`config.mk`:
```
export PLATFORM = sky130hd
export DESIGN_NAME = fetch_queue_unit
export DESIGN_NICKNAME = d
export VERILOG_FILES = /design/src/rtl/fetch_queue_unit_pkg.sv /design/src/rtl/fetch_queue_fifo.sv /design/src/rtl/fetch_queue_unit.sv
export SDC_FILE = /design/constraint.sdc
export NUM_CORES = 1
export LEC_CHECK = 0
export BUFFER_PORTS_ARGS = -buffer_cell sky130_fd_sc_hd__clkbuf_2
export CORE_MARGIN = 1
export CORE_UTILIZATION = 45
export DETAILED_ROUTE_END_ITERATION = 12
export PLACE_DENSITY = 0.66
export SLEW_MARGIN = 10
export SYNTH_ARGS = -nofsm -noshare
export SYNTH_HDL_FRONTEND = slang
export SYNTH_SLANG_ARGS = --single-unit
```
`constraint.sdc`:
```
create_clock -name clk -period 9.1 [get_ports clk]
set_clock_uncertainty 0.15 [all_clocks]
set_input_delay 0.455 -clock clk [delete_from_list [all_inputs] [get_ports clk]]
set_output_delay 0.455 -clock clk [all_outputs]
set_load 0.05 [all_outputs]
```
`src/rtl/fetch_queue_unit_pkg.sv`:
```
// fetch_queue_unit_pkg: constants and the fetch entry type shared by
// the fetch queue unit and its FIFO. No ports.
package fetch_queue_unit_pkg;

    localparam logic [31:0] NOP_INSTR_DEF = 32'h0000_0013;
    localparam logic [63:0] RESET_PC_DEF  = 64'h0;
    localparam logic [63:0] PC_STEP       = 64'd4;

    typedef struct packed {
        logic [63:0] pc;
        logic [31:0] instr;
    } fetch_entry_t;

endpackage

```
`src/rtl/fetch_queue_fifo.sv`:
```
// fetch_queue_fifo: DEPTH-entry FIFO of fetch entries with flush.
// Ports: clk_i, rst_ni, push_i, pop_i, flush_i, data_i, count_o, head_o.
module fetch_queue_fifo
    import fetch_queue_unit_pkg::*;
#(
    parameter int unsigned DEPTH = 4,
    parameter int unsigned CW    = $clog2(DEPTH) + 1
) (
    input  logic          clk_i,
    input  logic          rst_ni,
    input  logic          push_i,
    input  logic          pop_i,
    input  logic          flush_i,
    input  fetch_entry_t  data_i,
    output logic [CW-1:0] count_o,
    output fetch_entry_t  head_o
);

    localparam int unsigned   PW   = $clog2(DEPTH);
    localparam logic [CW-1:0] FULL = CW'(DEPTH);

    fetch_entry_t  mem_q [DEPTH];
    logic [PW-1:0] wr_q, wr_d;
    logic [PW-1:0] rd_q, rd_d;
    logic [CW-1:0] cnt_q, cnt_d;
    logic          do_push;
    logic          do_pop;

    // A push into a full FIFO is only allowed when a pop frees a slot
    assign do_pop  = pop_i && (cnt_q != '0);
    assign do_push = push_i && ((cnt_q != FULL) || do_pop);

    always_comb begin
        wr_d  = wr_q;
        rd_d  = rd_q;
        cnt_d = cnt_q;
        if (flush_i) begin
            wr_d  = '0;
            rd_d  = '0;
            cnt_d = '0;
        end else begin
            if (do_push) wr_d = wr_q + PW'(1);
            if (do_pop)  rd_d = rd_q + PW'(1);
            cnt_d = cnt_q + CW'(do_push) - CW'(do_pop);
        end
    end

    always_ff @(posedge clk_i or negedge rst_ni) begin
        if (!rst_ni) begin
            wr_q  <= '0;
            rd_q  <= '0;
            cnt_q <= '0;
        end else begin
            wr_q  <= wr_d;
            rd_q  <= rd_d;
            cnt_q <= cnt_d;
        end
    end

    always_ff @(posedge clk_i) begin
        if (do_push && !flush_i) mem_q[wr_q] <= data_i;
    end

    assign count_o = cnt_q;
    assign head_o  = mem_q[rd_q];

endmodule

```
`src/rtl/fetch_queue_unit.sv`:
```
// fetch_queue_unit: sequential-PC fetch front end owning the IF/ID register.
// Ports: clk, reset (async, low), redirect_*, stall_in, imem_req_*,
// imem_resp_*, if_id_* outputs and queue_count.
module fetch_queue_unit
    import fetch_queue_unit_pkg::*;
#(
    parameter logic [63:0] RESET_PC  = RESET_PC_DEF,
    parameter int unsigned DEPTH     = 4,
    parameter logic [31:0] NOP_INSTR = NOP_INSTR_DEF
) (
    input  logic                     clk,
    input  logic                     reset,
    input  logic                     redirect_valid,
    input  logic [63:0]              redirect_pc,
    input  logic                     stall_in,
    output logic                     imem_req_valid,
    output logic [63:0]              imem_req_addr,
    input  logic                     imem_req_ready,
    input  logic                     imem_resp_valid,
    input  logic [31:0]              imem_resp_data,
    output logic                     if_id_valid,
    output logic [63:0]              if_id_pc,
    output logic [31:0]              if_id_instruction,
    output logic [$clog2(DEPTH):0]   queue_count
);

    localparam int unsigned   CW      = $clog2(DEPTH) + 1;
    localparam int unsigned   SW      = CW + 1;
    localparam logic [SW-1:0] DEPTH_S = SW'(DEPTH);

    logic [63:0]   fetch_pc_q, fetch_pc_d;
    logic [63:0]   resp_pc_q, resp_pc_d;
    logic [CW-1:0] inflight_q, inflight_d;
    logic [CW-1:0] drop_q, drop_d;
    logic          if_valid_q, if_valid_d;
    logic [63:0]   if_pc_q, if_pc_d;
    logic [31:0]   if_instr_q, if_instr_d;

    logic          issue;
    logic          resp;
    logic          push;
    logic          pop;
    logic          flush;
    logic [CW-1:0] count;
    fetch_entry_t  push_entry;
    fetch_entry_t  head;
    logic [SW-1:0] occupancy;

    // In-flight plus queued fetches never exceed DEPTH, so a push
    // always has a slot waiting for it
    assign occupancy      = {1'b0, inflight_q} + {1'b0, count};
    assign imem_req_valid = reset && !redirect_valid
                            && (occupancy < DEPTH_S);
    assign imem_req_addr  = fetch_pc_q;
    assign issue          = imem_req_valid && imem_req_ready;

    // Responses with nothing outstanding (e.g. after reset) are ignored
    assign resp = imem_resp_valid && (inflight_q != '0);

    assign push_entry = '{pc: resp_pc_q, instr: imem_resp_data};

    always_comb begin
        fetch_pc_d = fetch_pc_q;
        resp_pc_d  = resp_pc_q;
        inflight_d = inflight_q + CW'(issue) - CW'(resp);
        drop_d     = drop_q;
        if_valid_d = if_valid_q;
        if_pc_d    = if_pc_q;
        if_instr_d = if_instr_q;
        push       = 1'b0;
        pop        = 1'b0;
        flush      = 1'b0;

        if (issue) fetch_pc_d = fetch_pc_q + PC_STEP;

        if (redirect_valid) begin
            // Everything still outstanding after this edge belongs to
            // the old path; a response arriving now is dropped too
            flush      = 1'b1;
            fetch_pc_d = redirect_pc;
            resp_pc_d  = redirect_pc;
            drop_d     = inflight_q - CW'(resp);
            if_valid_d = 1'b0;
            if_instr_d = NOP_INSTR;
        end else begin
            if (resp) begin
                if (drop_q != '0) begin
                    drop_d = drop_q - CW'(1);
                end else begin
                    push      = 1'b1;
                    resp_pc_d = resp_pc_q + PC_STEP;
                end
            end
            if (!stall_in) begin
                if (count != '0) begin
                    pop        = 1'b1;
                    if_valid_d = 1'b1;
                    if_pc_d    = head.pc;
                    if_instr_d = head.instr;
                end else begin
                    if_valid_d = 1'b0;
                    if_instr_d = NOP_INSTR;
                end
            end
        end
    end

    always_ff @(posedge clk or negedge reset) begin
        if (!reset) begin
            fetch_pc_q <= RESET_PC;
            resp_pc_q  <= RESET_PC;
            inflight_q <= '0;
            drop_q     <= '0;
            if_valid_q <= 1'b0;
            if_pc_q    <= '0;
            if_instr_q <= NOP_INSTR;
        end else begin
            fetch_pc_q <= fetch_pc_d;
            resp_pc_q  <= resp_pc_d;
            inflight_q <= inflight_d;
            drop_q     <= drop_d;
            if_valid_q <= if_valid_d;
            if_pc_q    <= if_pc_d;
            if_instr_q <= if_instr_d;
        end
    end

    fetch_queue_fifo #(
        .DEPTH (DEPTH)
    ) u_fifo (
        .clk_i   (clk),
        .rst_ni  (reset),
        .push_i  (push),
        .pop_i   (pop),
        .flush_i (flush),
        .data_i  (push_entry),
        .count_o (count),
        .head_o  (head)
    );

    assign if_id_valid       = if_valid_q;
    assign if_id_pc          = if_pc_q;
    assign if_id_instruction = if_instr_q;
    assign queue_count       = count;

endmodule

```
==> results of run 1 <==
[critical path: cells and delay by family (launching register included)]
family                   cells  cell delay, ns
AO/OA/AOI/OAI                1            0.66
AND/OR/NAND/NOR              3            1.12
flip-flops                   1            0.40
buffers and inverters        2            0.96
adder cells (fa/ha/maj)      1            0.22
[flip-flops by register name, summed over array words and instances (netlist names)]
register / flops
u_fifo.mem_q: 384
if_id_pc: 64
imem_req_addr: 64
resp_pc_q: 64
if_id_instruction: 32
drop_q: 3
inflight_q: 3
u_fifo.count_o: 3
u_fifo.rd_q: 2
u_fifo.wr_q: 2
if_id_valid: 1
[layer usage]
layer / wire length (um) / part of all wire / vias up / global-route usage
met5: 0 / 0 / - / 0
met4: 2050 / 0.029 / 0 / 0.0881
met3: 4890 / 0.069 / 107 / 0.0429
met2: 32500 / 0.46 / 725 / 0.366
met1: 30900 / 0.44 / 8996 / 0.348
li1: - / - / 7855 / -
[worst min-delay path by stage]
stage	from	endpoint	slack, ns	cells after the start
detailed placement	if_id_pc[21]	if_id_pc[21]	0.32	2
global placement	if_id_pc[62]	if_id_pc[62]	0.31	2
finish	redirect_pc[7]	imem_req_addr[7]	0.01	3
global route	redirect_pc[23]	resp_pc_q[23]	0.02	3
floorplan	reset	drop_q[0]	0.009	0
CTS	redirect_pc[23]	imem_req_addr[23]	0.0001	3
[cells by family (layout without fill, tap and decap cells)]
family / after synthesis / in the layout / synth area share
XOR/XNOR: 47 / 47 / 0.0157
AO/OA/AOI/OAI: 208 / 208 / 0.0556
buffers and inverters: 131 / 517 / 0.0195
adder cells (fa/ha/maj): 18 / 18 / 0.00914
multiplexers: 123 / 123 / 0.0933
flip-flops: 622 / 622 / 0.666
other: 0 / 1 / 0
AND/OR/NAND/NOR: 725 / 725 / 0.141
[placed cells by master, fill, tap and decap left out, types with 16 or more instances in the layout]
cell	n
edfxtp_1	384
nand2_1	316
clkbuf_2	264
dfrtp_1	233
mux4_2	96
nand3_1	89
nand4_1	69
clkbuf_16	67
nor2_1	65
dlygate4sd3_1	65
o21ai_0	52
inv_1	41
o211ai_1	33
a22o_1	29
nor3_1	28
nor4_1	28
xnor2_1	27
a31oi_1	23
or3_1	23
buf_4	23
xor2_1	20
or4_1	19
clkbuf_1	18
and4_1	17
mux2_2	16
ha_1	16
[where the power goes]
part,total (mW),leakage [nW],switching (mW),internal (mW)
Clock,2.68,1.05,1.11,1.57
Sequential,3.63,6.40,0.335,3.29
Combinational,1.89,4.37,1.32,0.570
[final cells by class]
class,count,area [um2]
antenna,1,2.50
clock buffer,89,1800
clock inverter,32,359
fill,4772,26500
inverter,43,163
multi-input combinational,1121,8300
sequential,622,17500
tap,765,957
timing repair buffer,353,2160
[per-stage QoR]
stage               utilization  setup slack, ns  std cells  cell area (um2)  total power, mW
global placement          0.493             5.20       2839            28400             5.53
floorplan                     -             4.66       1874            26300             4.98
detailed placement        0.493             5.08       2839            28400             5.57
finish                    0.541             5.08       3026            31200             8.20
global route              0.541             4.83       3025            31200             8.55
CTS                       0.541             5.07       3025            31200             8.27
[what timing repair did]
action,in CTS,in global routing
gates resized for setup,0,0
hold buffers,65,0
endpoints found under the hold margin,262,0
==> impl_metrics.py, run 1 <==
metrics = {
    "power_and_ir_drop": {
        "peakVddDrop_uv": 144,
        "p_per_area_mw_per_mm2": 263,
        "leakagePower_nw": 11.8,
    },
    "clocking": {
        "clkTransAtPathRegs_ns": 0.06,
        "htreeDepth": 3,
        "cts_root_buf": "clkbuf_16",
        "clk_latency_ns": 0.61,
        "postCtsSetupRepairBufs": 0,
        "clockBufferDepth": 3,
        "cts_tree": "yes",
        "cts_buffers": 66,
        "clock-sinks": 622,
    },
    "detailed_routing": {
        "drcViolationCount": 0,
        "vias": 17683,
        "drt-pass1-iter-count": 5,
        "drt_iter0_drc": 1434,
        "ant_nets": 0,
        "viasPerCell": 5.84,
        "finalWirelength_um": 70400,
        "wl_per_cell_um": 23.3,
    },
    "setup_path": {
        "critPathCapture": "u_fifo.mem_q[1][54]",
        "start_kind": "flop",
        "critical_path_class": "flop to flop",
        "critPathRequiredTime_ns": 9.16,
        "crit_chain": "inv_1 > ha_1 > nor2b_1 > nand2_1 > a311oi_2 > and2_4 > buf_4",
        "cpPeakStageDelay_ns": 0.86,
        "r2r_start": "drop_q[0]",
        "ff2ff_path_depth": 7,
        "cp_max_fo": 68,
        "r2r_setup_slack_ns": 5.08,
        "worstSetupEndpointType": "flop",
        "crit_path_top_delay_cell": "buf_4",
        "r2r_end": "u_fifo.mem_q[1][54]",
        "cp-startpoint": "drop_q[0]",
        "arrival_ns": 4.07,
    },
    "sta": {
        "rsz0062_at_grt": "no",
        "finalHoldViolCount": 0,
        "tns_ns": 0,
        "fin_crit_sh": 0.441,
        "tightest_slew_ns": 1.18,
        "final_max_slew_viol_count": 0,
        "post-route-min-period_ns": 4.02,
        "clock.fmax_mhz": 249,
        "hold_ws_ns": 0.0118,
        "slew_headroom": 0.205,
        "finalSetupViolCount": 0,
    },
    "die": {
        "fp.dieH_um": 244,
        "num_rows": 88,
        "dieArea_mm2": 0.0594,
        "io_pins": 267,
        "core_area_mm2": 0.0577,
        "start_util": 0.455,
        "fp.dieW_um": 244,
    },
    "status": {
        "status": "finished clean",
    },
    "synth": {
        "synth_seq_cells": 622,
        "synth_most_common_cell": "edfxtp_1",
        "syn_avg_cell_area_um2": 14.0,
        "synthArstFlopShare": 0.383,
        "ys_types": 71,
        "synth_area_mm2": 0.0263,
        "synth-edff-count": 384,
        "synth_nets": 1994,
        "yosys.area.top_type": "edfxtp_1",
        "synthDominantCellAreaShare": 0.439,
        "yosysSeqAreaShare": 0.666,
        "synth_ff_type": "edfxtp_1",
        "synthTopCellsByArea": "edfxtp_1 (44%), dfrtp_1 (22%), mux4_2 (8.2%), nand2_1 (4.5%), nand3_1 (1.7%)",
        "ys.warnings.count": 0,
        "synth_common_cells": "edfxtp_1 (384), nand2_1 (316), dfrtp_1 (235), mux4_2 (96), nand3_1 (89)",
        "synth_cells": 1874,
    },
    "hold_path": {
        "hold_path.class": "input pin to flop",
    },
    "place": {
        "gp_congestion": 0.913,
        "portBuffers": 266,
        "dp_hpwl_um": 47000,
    },
    "finish": {
        "fin_nets": 2327,
        "syn2layout_area_growth_pct": 18.9,
        "drive_above_1_share": 0.236,
    },
    "global_routing": {
        "track_usage": 0.241,
        "grt_pass1_vias": 17839,
        "antenna_found_initial": 0,
        "globalRoute.totalOverflow": 0,
        "grt_max_degree": 91,
        "grt_pass1_wl_um": 109000,
    },
    "flow_run": {
        "max_cap_violations": 0,
    },
}
Power figures use the tool's default switching activity.
==> run 2: changes to the inputs <==
--- a/config.mk
+++ b/config.mk
@@ -5,11 +5,12 @@
 export SDC_FILE = /design/constraint.sdc
 export NUM_CORES = 1
 export LEC_CHECK = 0
+export ABC_AREA = 1
 export BUFFER_PORTS_ARGS = -buffer_cell sky130_fd_sc_hd__clkbuf_2
 export CORE_MARGIN = 1
 export CORE_UTILIZATION = 45
 export DETAILED_ROUTE_END_ITERATION = 12
-export PLACE_DENSITY = 0.66
+export PLACE_DENSITY = 0.65
 export SLEW_MARGIN = 10
 export SYNTH_ARGS = -nofsm -noshare
 export SYNTH_HDL_FRONTEND = slang
==> constraint.sdc (replaced) <==
create_clock -name clk -period 3.73 [get_ports clk]
set_clock_uncertainty 0.15 [all_clocks]
set_input_delay 0.1865 -clock clk [delete_from_list [all_inputs] [get_ports clk]]
set_output_delay 0.1865 -clock clk [all_outputs]
set_load 0.05 [all_outputs]
==> run 2 against run 1 <==
- synthesized area grew 7.1%
- die area up 7.1%
- highest routed layer unchanged
- critical path type is now input pin to flop
- core utilization rose by 0.65 points
- sequential share of layout area shrank 4.3 points
- via count increased by 29%
==> impl_metrics.py, run 2 <==
metrics = {
    "status": {
        "status": "finished clean",
    },
    "detailed_routing": {
        "viasPerCell": 5.52,
        "top_layer_used": "met4",
        "drt_iter0_drc": 1893,
        "wl_per_cell_um": 20.1,
        "wl_met3_um": 5670,
        "finalWirelength_um": 82900,
        "drcViolationCount": 0,
        "wl_met1_um": 34900,
        "dr_wl_met2_um": 38900,
        "vias": 22794,
        "drt-pass1-iter-count": 6,
        "ant_nets": 0,
    },
    "clocking": {
        "clkTransAtPathRegs_ns": 0.06,
        "cts_resized": 0,
        "cts_buffers": 69,
        "clk_latency_ns": 0.60,
        "clockBufferDepth": 3,
        "cts_root_buf": "clkbuf_16",
        "clock-sinks": 622,
        "cts_tree": "yes",
        "htreeDepth": 3,
    },
    "finish": {
        "layout_commonest_cell": "nor2_1",
        "fin_nets": 3358,
        "register_area_mm2": 0.0175,
        "largest_reg_flops": 384,
        "drive_above_1_share": 0.148,
        "fin_util": 0.548,
        "final_cell_area_mm2": 0.0338,
        "top_register": "u_fifo.mem_q",
        "fill_cells": 5408,
        "layout_common_cells": "nor2_1 (626), nand2_1 (485), edfxtp_1 (384), clkbuf_2 (264), o21ai_0 (237)",
        "syn2layout_area_growth_pct": 20.1,
        "multiInputGateArea_mm2": 0.00947,
    },
    "place": {
        "gp_congestion": 0.950,
        "dp_hpwl_um": 55100,
        "place_area_mm2": 0.0304,
        "portBuffers": 266,
    },
    "synth": {
        "synthTopCellsByArea": "edfxtp_1 (41%), dfrtp_1 (21%), nor2_1 (8.4%), nand2_1 (6.5%), o21ai_0 (4.2%)",
        "synth_most_common_cell": "nor2_1",
        "yosys.area.top_type": "edfxtp_1",
        "ys_types": 48,
        "synth_ff_type": "edfxtp_1",
        "synth-edff-count": 384,
        "synthDominantCellAreaShare": 0.410,
        "synth_seq_cells": 622,
        "syn_avg_cell_area_um2": 9.72,
        "synth_common_cells": "nor2_1 (630), nand2_1 (485), edfxtp_1 (384), o21ai_0 (237), dfrtp_1 (235)",
        "ys.warnings.count": 0,
        "synth_cells": 2897,
        "yosysSeqAreaShare": 0.621,
        "synth_nets": 3017,
        "synth_area_mm2": 0.0282,
        "synthArstFlopShare": 0.383,
    },
    "power_and_ir_drop": {
        "p_sw_mw": 8.99,
        "internal-power_mw": 14.4,
        "p_comb_frac": 0.292,
        "switching_share": 0.384,
        "peakVddDrop_uv": 517,
        "seq_power_share": 0.405,
        "p_per_area_mw_per_mm2": 692,
        "pwr-share-clk": 0.303,
        "leakagePower_nw": 13.2,
        "finalPower_mw": 23.4,
    },
    "sta": {
        "tightest_slew_ns": 0.973,
        "fin_crit_sh": 0.831,
        "post-route-min-period_ns": 3.10,
        "finalHoldViolCount": 0,
        "finalSetupViolCount": 0,
        "clock.fmax_mhz": 323,
        "rsz0062_at_grt": "no",
        "slew_headroom": 0.352,
        "final_max_slew_viol_count": 0,
        "hold_ws_ns": 0.142,
    },
    "die": {
        "core_area_mm2": 0.0617,
        "dieArea_mm2": 0.0636,
        "fp.dieH_um": 252,
        "start_util": 0.456,
        "fp.dieW_um": 252,
        "io_pins": 267,
        "num_rows": 91,
    },
    "setup_path": {
        "r2r_setup_slack_ns": 0.64,
        "worstSetupEndpointType": "flop",
        "start_kind": "input pin",
        "cp_max_fo": 31,
        "crit_chain": "dlygate4sd3_1 > buf_4 > inv_4 > nand2_1 > nand2_1 > a31oi_2 > inv_1 > nor2_4 > buf_4",
        "critPathCapture": "u_fifo.mem_q[1][44]",
        "cpPeakStageDelay_ns": 0.60,
        "cp-startpoint": "redirect_valid",
        "r2r_start": "drop_q[0]",
        "critical_path_class": "input pin to flop",
        "r2r_end": "u_fifo.mem_q[1][44]",
        "crit_buf_inv": 5,
        "critPathRequiredTime_ns": 3.88,
        "path_depth": 9,
        "ff2ff_path_depth": 9,
        "arrival_ns": 3.25,
        "cp_top_family": "buffers and inverters",
        "crit_path_top_delay_cell": "nor2_4",
    },
    "global_routing": {
        "grt_max_degree": 194,
        "grt_pass1_vias": 21628,
        "grt_pass1_wl_um": 125000,
        "antenna_found_initial": 1,
        "globalRoute.totalOverflow": 0,
        "track_usage": 0.259,
    },
    "hold_path": {
        "hold_path.class": "input pin to async pin",
    },
    "flow_run": {
        "max_cap_violations": 0,
    },
}
run 2: cell count changes after synthesis, sizes merged, moves of 50 or more:
cell	before	now
nor2	65	658
mux4	96	0
o21ai	52	251
nand3	89	174
a21oi	15	65
inv	43	173
nand2	316	497
run 2: layout make-up:
type,instances,area share
flip-flops and latches,622,0.518
multi-input cells,1970,0.280
repair buffers,401,0.0814
clock buffers,91,0.0572
well taps,837,0.0310
inverters,174,0.0195
clock inverters,34,0.0131
diodes,2,0.000148
run 2: layer usage:
metal / vias to the layer above / GRT usage
met5: - / 0
met4: 0 / 0.117
met3: 177 / 0.0384
met2: 907 / 0.414
met1: 11042 / 0.350
li1: 10668 / -
run 2: through the flow:
stage | instances | setup WS (ns) | setup TNS (ns)
floorplan | 2897 | -0.834 | -320.38
CTS | 4129 | 0.628 | 0
finish | 4131 | 0.630 | 0
global placement | 3901 | 0.645 | 0
global route | 4129 | 0.453 | 0
detailed placement | 3901 | 0.547 | 0
run 2: cell families after synthesis:
kind of cell,after synthesis,share of synthesized area
compound gates,517,0.109
xor+xnor,22,0.00684
fa+ha+maj,18,0.00853
buf+inv,305,0.0436
flops,622,0.621
simple gates,1413,0.211
run 2: power groups by stage:
stage | clock network (mW) | registers (mW) | logic [mW]
finish | 7.09 | 9.49 | 6.83
floorplan | 0 | 11.1 | 3.05
global placement | 0 | 9.57 | 6.64
CTS | 7.21 | 9.48 | 6.87
global route | 7.48 | 9.60 | 7.43
detailed placement | 0 | 9.61 | 6.77
run 2: worst min path at each step:
stage          slack, ns               endpoint   from  depth (start not counted)
4_1_cts             0.13  if_id_instruction[23]  reset                          3
3_5_place_dp       -0.14            if_id_pc[4]  reset                          1
5_1_grt             0.17  if_id_instruction[13]  reset                          3
3_3_place_gp       -0.14            if_id_pc[4]  reset                          1
6_report            0.14  if_id_instruction[23]  reset                          3
2_1_floorplan      -0.26              drop_q[0]  reset                          0
run 2: timing repair:
item                                   CTS  global route
endpoints found under the hold margin  372             0
setup endpoints to repair                0             0
buffers inserted                         0             0
hold buffers                           103             0
run 2: tightest hold or removal path, delay by kind of cell:
| kind | cells | cell delay (ns) |
|---|---|---|
| buffers and inverters | 3 | 1.15 |
